## src/rtl/seg_arb.sv

```systemverilog
`default_nettype none
// ============================================================================
// Module   : seg_arb
// Brief    : Two-requester round-robin arbiter for a multi-digit display bus.
//            Define SEG_ARB_TIMEOUT_EN to enable forced release after MAX_OWN.
// Revision : 1.0 - initial release
// ============================================================================
module seg_arb #(
    parameter int unsigned SEG_NUM  = 8,
    parameter int unsigned HOLD_CYC = 1000,
    parameter int unsigned MAX_OWN  = 50_000_000
) (
    input  logic                 clk,
    input  logic                 rst_n,
    input  logic                 req_a,
    input  logic [SEG_NUM*4-1:0] din_a,
    input  logic [SEG_NUM-1:0]   wr_a,
    output logic                 gnt_a,
    input  logic                 req_b,
    input  logic [SEG_NUM*4-1:0] din_b,
    input  logic [SEG_NUM-1:0]   wr_b,
    output logic                 gnt_b,
    output logic [SEG_NUM*4-1:0] din,
    output logic [SEG_NUM-1:0]   din_vld
);

`ifdef SEG_ARB_TIMEOUT_EN
    localparam bit c_TMO_EN = 1'b1;
`else
    localparam bit c_TMO_EN = 1'b0;
`endif

    // Counter only needs to reach the largest threshold it is compared against.
    localparam int unsigned c_CNT_LIM = c_TMO_EN ? MAX_OWN : HOLD_CYC;
    localparam int unsigned c_CNT_W   = $clog2(c_CNT_LIM + 1);
    localparam logic [c_CNT_W-1:0] c_HOLD_END = c_CNT_W'(HOLD_CYC - 1);
    localparam logic [c_CNT_W-1:0] c_TMO_END  = c_CNT_W'(MAX_OWN - 1);

    typedef enum logic [1:0] {
        IDLE  = 2'd0,
        OWN_A = 2'd1,
        OWN_B = 2'd2
    } state_t;

    state_t                 state_q, state_d;
    logic                   last_q, last_d;     // 1'b1: B was the most recent owner
    logic [c_CNT_W-1:0]     own_cnt_q, own_cnt_d;
    logic [SEG_NUM*4-1:0]   din_q, din_d;
    logic [SEG_NUM-1:0]     vld_q, vld_d;
    logic                   gnt_a_q, gnt_b_q;

    logic [c_CNT_W-1:0]     w_cnt_inc;
    logic                   w_rel_a;
    logic                   w_rel_b;

    assign w_cnt_inc = (own_cnt_q == '1) ? own_cnt_q : own_cnt_q + c_CNT_W'(1);

    // Release: voluntary after the minimum hold, or forced when the other side waits too long.
    assign w_rel_a = (!req_a && (own_cnt_q >= c_HOLD_END)) ||
                     (c_TMO_EN && req_b && (own_cnt_q == c_TMO_END));
    assign w_rel_b = (!req_b && (own_cnt_q >= c_HOLD_END)) ||
                     (c_TMO_EN && req_a && (own_cnt_q == c_TMO_END));

    always_comb begin
        state_d   = state_q;
        last_d    = last_q;
        own_cnt_d = own_cnt_q;
        din_d     = din_q;
        vld_d     = '0;
        case (state_q)
            IDLE: begin
                own_cnt_d = '0;
                if (req_a && (!req_b || last_q)) begin
                    state_d = OWN_A;
                    last_d  = 1'b0;
                end else if (req_b) begin
                    state_d = OWN_B;
                    last_d  = 1'b1;
                end
            end
            OWN_A: begin
                din_d = din_a;
                vld_d = wr_a;
                if (w_rel_a) begin
                    state_d   = IDLE;
                    own_cnt_d = '0;
                end else begin
                    own_cnt_d = w_cnt_inc;
                end
            end
            OWN_B: begin
                din_d = din_b;
                vld_d = wr_b;
                if (w_rel_b) begin
                    state_d   = IDLE;
                    own_cnt_d = '0;
                end else begin
                    own_cnt_d = w_cnt_inc;
                end
            end
            default: begin
                state_d   = IDLE;
                own_cnt_d = '0;
            end
        endcase
    end

    always_ff @(posedge clk) begin
        if (!rst_n) begin
            state_q   <= IDLE;
            last_q    <= 1'b1;
            own_cnt_q <= '0;
            din_q     <= '0;
            vld_q     <= '0;
            gnt_a_q   <= 1'b0;
            gnt_b_q   <= 1'b0;
        end else begin
            state_q   <= state_d;
            last_q    <= last_d;
            own_cnt_q <= own_cnt_d;
            din_q     <= din_d;
            vld_q     <= vld_d;
            gnt_a_q   <= (state_d == OWN_A);
            gnt_b_q   <= (state_d == OWN_B);
        end
    end

    assign gnt_a   = gnt_a_q;
    assign gnt_b   = gnt_b_q;
    assign din     = din_q;
    assign din_vld = vld_q;

`ifndef SYNTHESIS
    a_gnt_exclusive : assert property (@(posedge clk) !(gnt_a_q && gnt_b_q));
    a_idle_between  : assert property (@(posedge clk) disable iff (!rst_n)
                                       (gnt_a_q |=> !gnt_b_q) and (gnt_b_q |=> !gnt_a_q));
`endif

endmodule
`default_nettype wire

```

## config.mk

```make
export PLATFORM = sky130hd
export DESIGN_NAME = seg_arb
export DESIGN_NICKNAME = d
export VERILOG_FILES = /design/src/rtl/seg_arb.sv
export SDC_FILE = /design/constraint.sdc
export NUM_CORES = 1
export LEC_CHECK = 0
export CORE_MARGIN = 8
export CORE_UTILIZATION = 40
export DETAILED_ROUTE_END_ITERATION = 6
export PLACE_DENSITY = 0.85
export RECOVER_POWER = 25
export SYNTH_ARGS = -nofsm -noshare
export SYNTH_HDL_FRONTEND = slang
export SYNTH_SLANG_ARGS = --single-unit
```

## constraint.sdc

```tcl
create_clock -name clk -period 2 [get_ports clk]
set_input_delay 0.6 -clock clk [delete_from_list [all_inputs] [get_ports clk]]
set_output_delay 0.6 -clock clk [all_outputs]
set_load 0.01 [all_outputs]
```

# Yosys cells after proc, flatten, opt, wreduce, memory -nomap -nowiden
# Index checks and enable logic that the tools add are counted.
# W data, S select, Z words.
[classes]
n_reduce_logical = 10
magnitude_cmp = 1
mux = 13
addsub = 1
eq_ne = 5
[ops]
columns = ["op", "count"]
rows = [
  ["$pmux W32 S2", 1],
  ["$mux W10", 3],
  ["$pmux W10 S2", 1],
  ["$pmux W8 S2", 1],
  ["$add A10 B1 Y10 const B", 1],
  ["$eq A10 B10 Y1 const B", 1],
  ["$ge A10 B10 Y1 const B", 1],
  ["$mux W2", 4],
  ["$pmux W2 S3", 1],
  ["$eq A2 B1 Y1 const B", 2],
  ["$eq A2 B2 Y1 const B", 2],
  ["$reduce_bool A2 Y1", 2],
  ["$logic_and A1 B1 Y1", 3],
  ["$logic_not A1 Y1", 2],
  ["$logic_not A2 Y1", 1],
  ["$mux W1", 2],
  ["$reduce_and A2 Y1", 1],
  ["$logic_or A1 B1 Y1", 1],
]
[word_totals]
word_cells = 37
output_inout_bits = 42
in_bits = 84
reg_bits = 55

# Logic depth before layout (Yosys ltp)
# Gate-level depths: netlist of run 1.
[depth]
ltp_word = 6
mapped_depth = 7
ltp_nobuf = 6

# Worst setup path after synthesis of run 1
# OpenSTA, ideal clock, no wires.
[synth_timing]
kind = "reg-to-reg"
from = "register state_q[0]"
to = "register din_q[29], in the netlist din[29]"
setup_slack_ns = 0.339
path_buffers = 2
setup_time_ns = 0.086
required_ns = 1.914
synth_period_minus_slack_ns = 1.661
path_stages_with_launch = 7
t_arrival_ns = 1.575
path_cell_list = "dfxtp_1 > inv_1 > ha_1 > clkbuf_1 > clkbuf_1 > nor2_1 > a211oi_1"
[synth_via]
elab_chain_cells = 2
word_cells_on_any_way = 4
cone_classes = "eq/ne: 2; mux: 1; reduce/logical: 1"
[synth_lines]
columns = ["element", "line_no", "rtl"]
rows = [
  ["start: declaration", "45", "state_t state_q, state_d;"],
  ["start signal: assignment", "118", "state_q <= state_d;"],
  ["$eq A2 B2 Y1 or $eq A2 B1 Y1 (tied branches)", "70", "case (state_q)"],
  ["$pmux W32 S2 or $reduce_bool A2 Y1 (tied branches)", "--", ""],
  ["end signal: assignment", "121", "din_q <= din_d;"],
  ["end: declaration", "48", "logic [SEG_NUM*4-1:0] din_q, din_d;"],
]
# Several ways; a longest one is shown, not always the timed one.
# A chain may end at the register's enable or synchronous reset.

# Final worst setup path of run 1
[layout_timing]
from = "register own_cnt_q[0]"
to = "register gnt_a_q, in the netlist gnt_a"
[layout_via]
elab_chain_cells = 5
word_cells_on_any_way = 7
cone_classes = "order compare: 1; eq/ne: 1; mux: 3; reduce/logical: 2"
[layout_lines]
columns = ["element", "line_no", "rtl"]
rows = [
  ["start: declaration", "47", "logic [c_CNT_W-1:0] own_cnt_q, own_cnt_d;"],
  ["start signal: assignment", "120", "own_cnt_q <= own_cnt_d;"],
  ["$ge A10 B10 Y1 *", "59, 61", ""],
  ["$logic_and A1 B1 Y1, on equally long branches", "61, 59", ""],
  ["$mux W2, on equally long branches", "94, 84", ""],
  ["$pmux W2 S3 *", "70", ""],
  ["$eq A2 B1 Y1 *", "123", "gnt_a_q <= (state_d == OWN_A);"],
  ["end signal: assignment", "123", ""],
  ["end: declaration", "50", "logic gnt_a_q, gnt_b_q;"],
]
# Mark *: on every way between the ends. The rest lies on a longest branch, timed or not.

==> results.sh, run 1 <==
export IMPL_wirelength_um=7470
export IMPL_holdPathStages=2
export IMPL_cts_resized=0
export IMPL_reg2reg_to="gnt_a$_SDFF_PN0_"
export IMPL_rows=29
export IMPL_synth_top_family_by_area="compound AO/OA/AOI/OAI gates"
export IMPL_root_buffer="clkbuf_8"
export IMPL_die_h_um=95.1
export IMPL_grt_pass1_vias=2500
export IMPL_first_iter_violations=84
export IMPL_reg2reg_depth=6
export IMPL_seq_area_mm2=0.00110
export IMPL_yosys_area_share_simple_pct=13.9
export IMPL_gp_congestion=0.844
export IMPL_coreArea_mm2=0.00620
export IMPL_ir_worst_vdd_mv=0.466
export IMPL_grt_max_degree=65
export IMPL_synthAdderAreaFrac_pct=2.50
export IMPL_drive_gt1_share_pct=6.60
export IMPL_synth_top_area_share_pct=44.0
export IMPL_viasPerCell=5.19
export IMPL_slew_viol_final=0
export IMPL_critical_path_class="register to register"
export IMPL_antenna_found_initial=0
export IMPL_async_reset_ff_share_pct=0
export IMPL_cp_num_cells=6
export IMPL_n_antenna_cell=0
export IMPL_cp_max_fo=5
export IMPL_synthMuxAreaShare_pct=13.6
export IMPL_critPathArrivalTime_ns=2.10
export IMPL_slowest_delay_ns=0.45
export IMPL_finalCritPeriodShare_pct=93.5
export IMPL_syn_nets=355
export IMPL_clk_pin_slew_ns=0.10
export IMPL_grt_pass1_wl_um=11700
export IMPL_syn2layout_area_growth_pct=59.7
export IMPL_via_count=2443
export IMPL_synth_compound_area_share_pct=20.7
export IMPL_holdWs_ns=0.487
export IMPL_place_ws_ns=-0.155
export IMPL_final_common_cell="clkdlybuf4s50_1"
export IMPL_clock_latency_ns=0.31
export IMPL_relSlewSlack_pct=66.4
export IMPL_maxCapViolCount=0
export IMPL_h_tree_depth=2
export IMPL_cp_num_buf_inv=1
export IMPL_finalHoldViolCount=0
export IMPL_final_cell_mix="clkdlybuf4s50_1, dfxtp_1, nor2_1"
export IMPL_synth_yosys_seq_area_share_pct=44.0
export IMPL_grt_use_total_pct=16.4
export IMPL_io_buffers=125
export IMPL_rsz0062_at_grt="false"
export IMPL_synth_area_per_cell_um2=9.40
export IMPL_period_needed_ns=1.87
export IMPL_leakage_uw=0.00141
export IMPL_cts_buffers=5
export IMPL_clockBufferDepth=2
export IMPL_worst_pin_slew_ns=0.504
export IMPL_place_hpwl_um=5890
export IMPL_hold_class="register to register"
export IMPL_synth_area_mm2=0.00250
export IMPL_multi_input_area_mm2=0.00130
export IMPL_power_density_mw_per_mm2=951
export IMPL_cp_start_kind="register"
export IMPL_synth_yosys_warnings=0
export IMPL_r2r_start="own_cnt_q[0]$_SDFF_PN0_"
export IMPL_fillCellCount=521
export IMPL_cts_tree="built"
export IMPL_cts_setup_buffers=0
export IMPL_worst_slack_ns=0.129
export IMPL_die_area_mm2=0.00904
export IMPL_drc=0
export IMPL_ys_flop_type="dfxtp_1"
export IMPL_synth_edf_count=0
export IMPL_ys_top_cells_by_area="dfxtp_1, mux2i_1, a211oi_1"
export IMPL_synth_top_area_cell="dfxtp_1"
export IMPL_crit_path_cell_trace="ha_1, a211oi_2, o41ai_2, buf_4, o2bb2a_1, a21oi_1"
export IMPL_status="finished clean"
export IMPL_setup_viol=0
export IMPL_fin_skew_ns=0.00725
export IMPL_hold_path_end="din[1]$_SDFFE_PN0P_"
export IMPL_initial_core_util_pct=40.3
export IMPL_cts_sinks=55
export IMPL_hold_path_startpoint="din[1]$_SDFFE_PN0P_"
export IMPL_io_pins=126
export IMPL_grt_overflow=0
export IMPL_required_ns=2.23
export IMPL_worstSetupEndpointType="register"
export IMPL_chipWidth_um=95.1
export IMPL_fin_total_pwr_uw=3790
export IMPL_wire_per_inst_um=15.9
export IMPL_r2r_slack_ns=0.13
export IMPL_syn_inst=266
export IMPL_cp_top_family="compound AO/OA/AOI/OAI gates"
export IMPL_firstDrtPassIters=4
export IMPL_ys_ff_latch=55
export IMPL_ys_types=41
export IMPL_drtAntennaViolNets=0
export IMPL_postCtsHoldBufs=0
export IMPL_fmax_ghz=0.535
export IMPL_final_nets=482
export IMPL_cpMaxStageDelayCell="a211oi_2"
export IMPL_synthXorXnorAreaFrac_pct=1.40
## tightest hold or removal path, cell delays in order (launching register included)
cell,delay (ns)
dfxtp_1,0.32
nor2_1,0.08
a211oi_1,0.05
## state kept, by name, indices dropped and copies added (netlist names)
name	flops
din	32
din_vld	8
gnt_a	1
gnt_b	1
last_q	1
own_cnt_q	10
state_q	2
## cells by family after synthesis
kind of cell             after synthesis
multiplexers                          34
adder cells (fa/ha/maj)                5
XOR/XNOR                               4
AO/OA/AOI/OAI                         67
buffers and inverters                 24
flip-flops                            55
AND/OR/NAND/NOR                       77
## layout make-up
cell class                 instances  area share (%)
clock buffer                       5            1.72
clock inverter                     3            1.10
sequential                        55            27.6
tap                               77            2.41
multi-input combinational        187            32.7
inverter                           7           0.658
timing repair buffer             137            33.9
## synth_stat cells (2+ instances only)
master,instances
nor2b_1,2
nand2_1,7
ha_1,5
mux2i_1,34
o41ai_1,2
nor2_1,49
a211oi_1,33
inv_1,7
and2_1,2
nand3_1,6
o21ai_0,3
a21boi_0,2
and3_1,2
xor2_1,2
dfxtp_1,55
buf_2,3
a22oi_1,8
o41a_1,2
a21oi_1,4
xnor2_1,2
buf_1,3
clkbuf_1,10
nor3_1,5
## power breakdown
| part | internal (uW) | leakage, uW | total, uW | switching [uW] |
|---|---|---|---|---|
| clock network | 373 | 0.0000581 | 746 | 372 |
| registers | 1330 | 0.000451 | 1460 | 135 |
| logic | 853 | 0.000904 | 1580 | 731 |
| total | 2560 | 0.00141 | 3790 | 1240 |
## metal layers
layer / up-vias / global-route usage, % / routed length, um
met4: 0 / 6.89 / 158
li1: 1217 / - / -
met1: 1116 / 18.6 / 3080
met2: 97 / 25.2 / 3340
met3: 13 / 8.66 / 880
met5: - / 0 / 0
## worst max-delay path by stage
stage	from	endpoint	slack (ns)
after detailed placement	req_a	gnt_a$_SDFF_PN0_	-0.16
after global routing	own_cnt_q[0]$_SDFF_PN0_	gnt_a$_SDFF_PN0_	0.02
after CTS	din[19]$_SDFFE_PN0P_	din[19]	0.12
final	own_cnt_q[0]$_SDFF_PN0_	gnt_a$_SDFF_PN0_	0.13
after floorplan	state_q[0]$_SDFF_PN0_	din[29]$_SDFFE_PN0P_	0.34
after global placement	req_a	gnt_a$_SDFF_PN0_	0.002
## stage by stage
step / TNS, ns / std cells / area, um^2 / util [%]
final: 0 / 471 / 3990 / 64.3
after global routing: 0 / 471 / 3990 / 64.3
after CTS: 0 / 471 / 4000 / 64.4
after detailed placement: -0.196 / 463 / 3880 / 62.6
after global placement: 0 / 463 / 3880 / 62.6
after floorplan: 0 / 266 / 2500 / -
(Power assumes the default switching activity.)
==> inputs of run 2 (changes only) <==
--- a/config.mk
+++ b/config.mk
@@ -6,9 +6,10 @@
 export NUM_CORES = 1
 export LEC_CHECK = 0
 export CORE_MARGIN = 8
-export CORE_UTILIZATION = 40
+export CORE_UTILIZATION = 35
+export CTS_CLUSTER_DIAMETER = 120
 export DETAILED_ROUTE_END_ITERATION = 6
-export PLACE_DENSITY = 0.85
+export PLACE_DENSITY = 0.77
 export RECOVER_POWER = 25
 export SYNTH_ARGS = -nofsm -noshare
 export SYNTH_HDL_FRONTEND = slang
==> constraint.sdc (replaced) <==
create_clock -name clk -period 2.32 [get_ports clk]
set_input_delay 0.696 -clock clk [delete_from_list [all_inputs] [get_ports clk]]
set_output_delay 0.696 -clock clk [all_outputs]
set_load 0.01 [all_outputs]
==> run 2 against run 1 <==
Net effect:
- sequential share of layout area up 0.18 points
- sequential power down 14%
- worst hold slack about the same
- setup slack better by 0.18 ns
- critical path depth down 2
- total power down 16%
- utilization down 8.5 points
- clock-buffer cell count unchanged
- clock skew down 0.0043 ns
- cell count up 3.6%
- routed wire length down 0.21%
- non-clock buffer count down 4
- critical endpoint is now own_cnt_q[9]$_SDFF_PN0_
- largest cell class is now multi-input combinational cells
==> results.sh, run 2 (synthesized netlist as in run 1, its figures left out) <==
export IMPL_status="finished clean"
export IMPL_critical_path_class="input port to register"
export IMPL_relSlewSlack_pct=56.6
export IMPL_worst_slack_ns=0.311
export IMPL_r2r_start="state_q[0]$_SDFF_PN0_"
export IMPL_chipWidth_um=101
export IMPL_place_ws_ns=0.0883
export IMPL_required_ns=2.50
export IMPL_r2r_slack_ns=0.40
export IMPL_clk_pin_slew_ns=0.09
export IMPL_final_cell_mix="clkdlybuf4s50_1, dfxtp_1, nor2_1"
export IMPL_reg2reg_to="din[26]$_SDFFE_PN0P_"
export IMPL_grt_pass1_vias=2437
export IMPL_rows=31
export IMPL_n_antenna_cell=0
export IMPL_rsz0062_at_grt="false"
export IMPL_h_tree_depth=2
export IMPL_critPathArrivalTime_ns=2.19
export IMPL_final_common_cell="clkdlybuf4s50_1"
export IMPL_maxCapViolCount=0
export IMPL_fin_setup_tns_ns=0
export IMPL_io_pins=126
export IMPL_die_area_mm2=0.0101
export IMPL_postCtsHoldBufs=0
export IMPL_wire_per_inst_um=15.3
export IMPL_worstSetupEndpointType="register"
export IMPL_grt_pass1_wl_um=12000
export IMPL_syn2layout_area_growth_pct=58.6
export IMPL_utilization_pct=55.9
export IMPL_drive_gt1_share_pct=5.40
export IMPL_clockBufferDepth=2
export IMPL_finalCritPeriodShare_pct=86.6
export IMPL_final_nets=478
export IMPL_finalNonFillerCells=488
export IMPL_period_needed_ns=2.01
export IMPL_setup_viol=0
export IMPL_gp_congestion=0.833
export IMPL_antenna_found_initial=0
export IMPL_first_iter_violations=65
export IMPL_coreArea_mm2=0.00710
export IMPL_io_buffers=125
export IMPL_largest_reg_flops=32
export IMPL_drc=0
export IMPL_fmax_ghz=0.498
export IMPL_fin_skew_ns=0.00296
export IMPL_viasPerCell=4.92
export IMPL_cts_sinks=55
export IMPL_ir_worst_vdd_mv=0.379
export IMPL_cp_max_fo=10
export IMPL_grt_use_total_pct=14.6
export IMPL_power_density_mw_per_mm2=807
export IMPL_finalHoldViolCount=0
export IMPL_worst_pin_slew_ns=0.651
export IMPL_leakage_uw=0.00138
export IMPL_via_count=2400
export IMPL_grt_max_degree=33
export IMPL_crit_start="req_a"
export IMPL_holdWs_ns=0.487
export IMPL_hold_class="register to register"
export IMPL_reg2reg_depth=5
export IMPL_cp_start_kind="input port"
export IMPL_firstDrtPassIters=4
export IMPL_clock_latency_ns=0.29
export IMPL_grt_overflow=0
export IMPL_root_buffer="clkbuf_8"
export IMPL_placed_cells=481
export IMPL_crit_path_end="own_cnt_q[9]$_SDFF_PN0_"
export IMPL_cts_tree="built"
export IMPL_cts_buffers=5
export IMPL_die_h_um=101
export IMPL_initial_core_util_pct=35.2
export IMPL_cts_setup_buffers=0
export IMPL_wirelength_um=7450
export IMPL_place_hpwl_um=5940
export IMPL_cts_resized=0
export IMPL_drtAntennaViolNets=0
export IMPL_slew_viol_final=0
==> run 2: changes by cell type in the layout (fill, tap and decap cells not counted) <==
| cell | previous run | this run |
|---|---|---|
| buf_4 | 9 | 5 |
| buf_12 | 1 | 0 |
| clkinv_2 | 1 | 0 |
| clkbuf_4 | 1 | 0 |
| clkbuf_2 | 1 | 3 |
| clkinvlp_4 | 0 | 1 |
| dlygate4sd3_1 | 0 | 1 |
| clkdlybuf4s50_1 | 125 | 124 |
| clkinv_4 | 1 | 0 |
==> run 2: where the power goes <==
group          switching [uW]  total (uW)  internal [uW]
Combinational             613        1320            707
Sequential                115        1260           1150
Clock                     303         619            316
Total                    1030        3200           2170
==> run 2: worst min path at each step <==
stage                          from                   end  cells past startpoint
5_1_grt         din[8]$_SDFFE_PN0P_   din[8]$_SDFFE_PN0P_                      2
3_5_place_dp   din[19]$_SDFFE_PN0P_  din[19]$_SDFFE_PN0P_                      2
4_1_cts         din[9]$_SDFFE_PN0P_   din[9]$_SDFFE_PN0P_                      2
6_report       din[19]$_SDFFE_PN0P_  din[19]$_SDFFE_PN0P_                      2
2_1_floorplan  din[10]$_SDFFE_PN0P_  din[10]$_SDFFE_PN0P_                      2
3_3_place_gp    din[2]$_SDFFE_PN0P_   din[2]$_SDFFE_PN0P_                      2
==> run 2: worst max-delay path, cell delays in order <==
cell	delay (ns)
dlygate4sd3_1	0.64
o41ai_1	0.37
a21o_1	0.36
nor3_1	0.11
==> run 2: final cells by class <==
type                       instances  area, um^2
fill                             638        3130
multi-input combinational        187        1300
timing repair buffer             133        1300
sequential                        55        1100
tap                               99         124
clock buffer                       5        68.8
clock inverter                     2        37.5
inverter                           7        26.3
==> run 2: layer usage <==
| layer | part of all wire, % | wire, um | global-route usage, % |
|---|---|---|---|
| met5 | 0 | 0 | 0 |
| met4 | 1.2 | 87 | 3.49 |
| met3 | 8.9 | 661 | 6.01 |
| met2 | 47 | 3520 | 24.4 |
| met1 | 43 | 3190 | 17.0 |
==> run 2: metrics by stage <==
stage / cell area, um^2 / total power [uW]
after floorplan: 2500 / 1940
after global placement: 3870 / 2600
after detailed placement: 3870 / 2630
after CTS: 3980 / 3260
after global routing: 3970 / 3420
final: 3970 / 3200
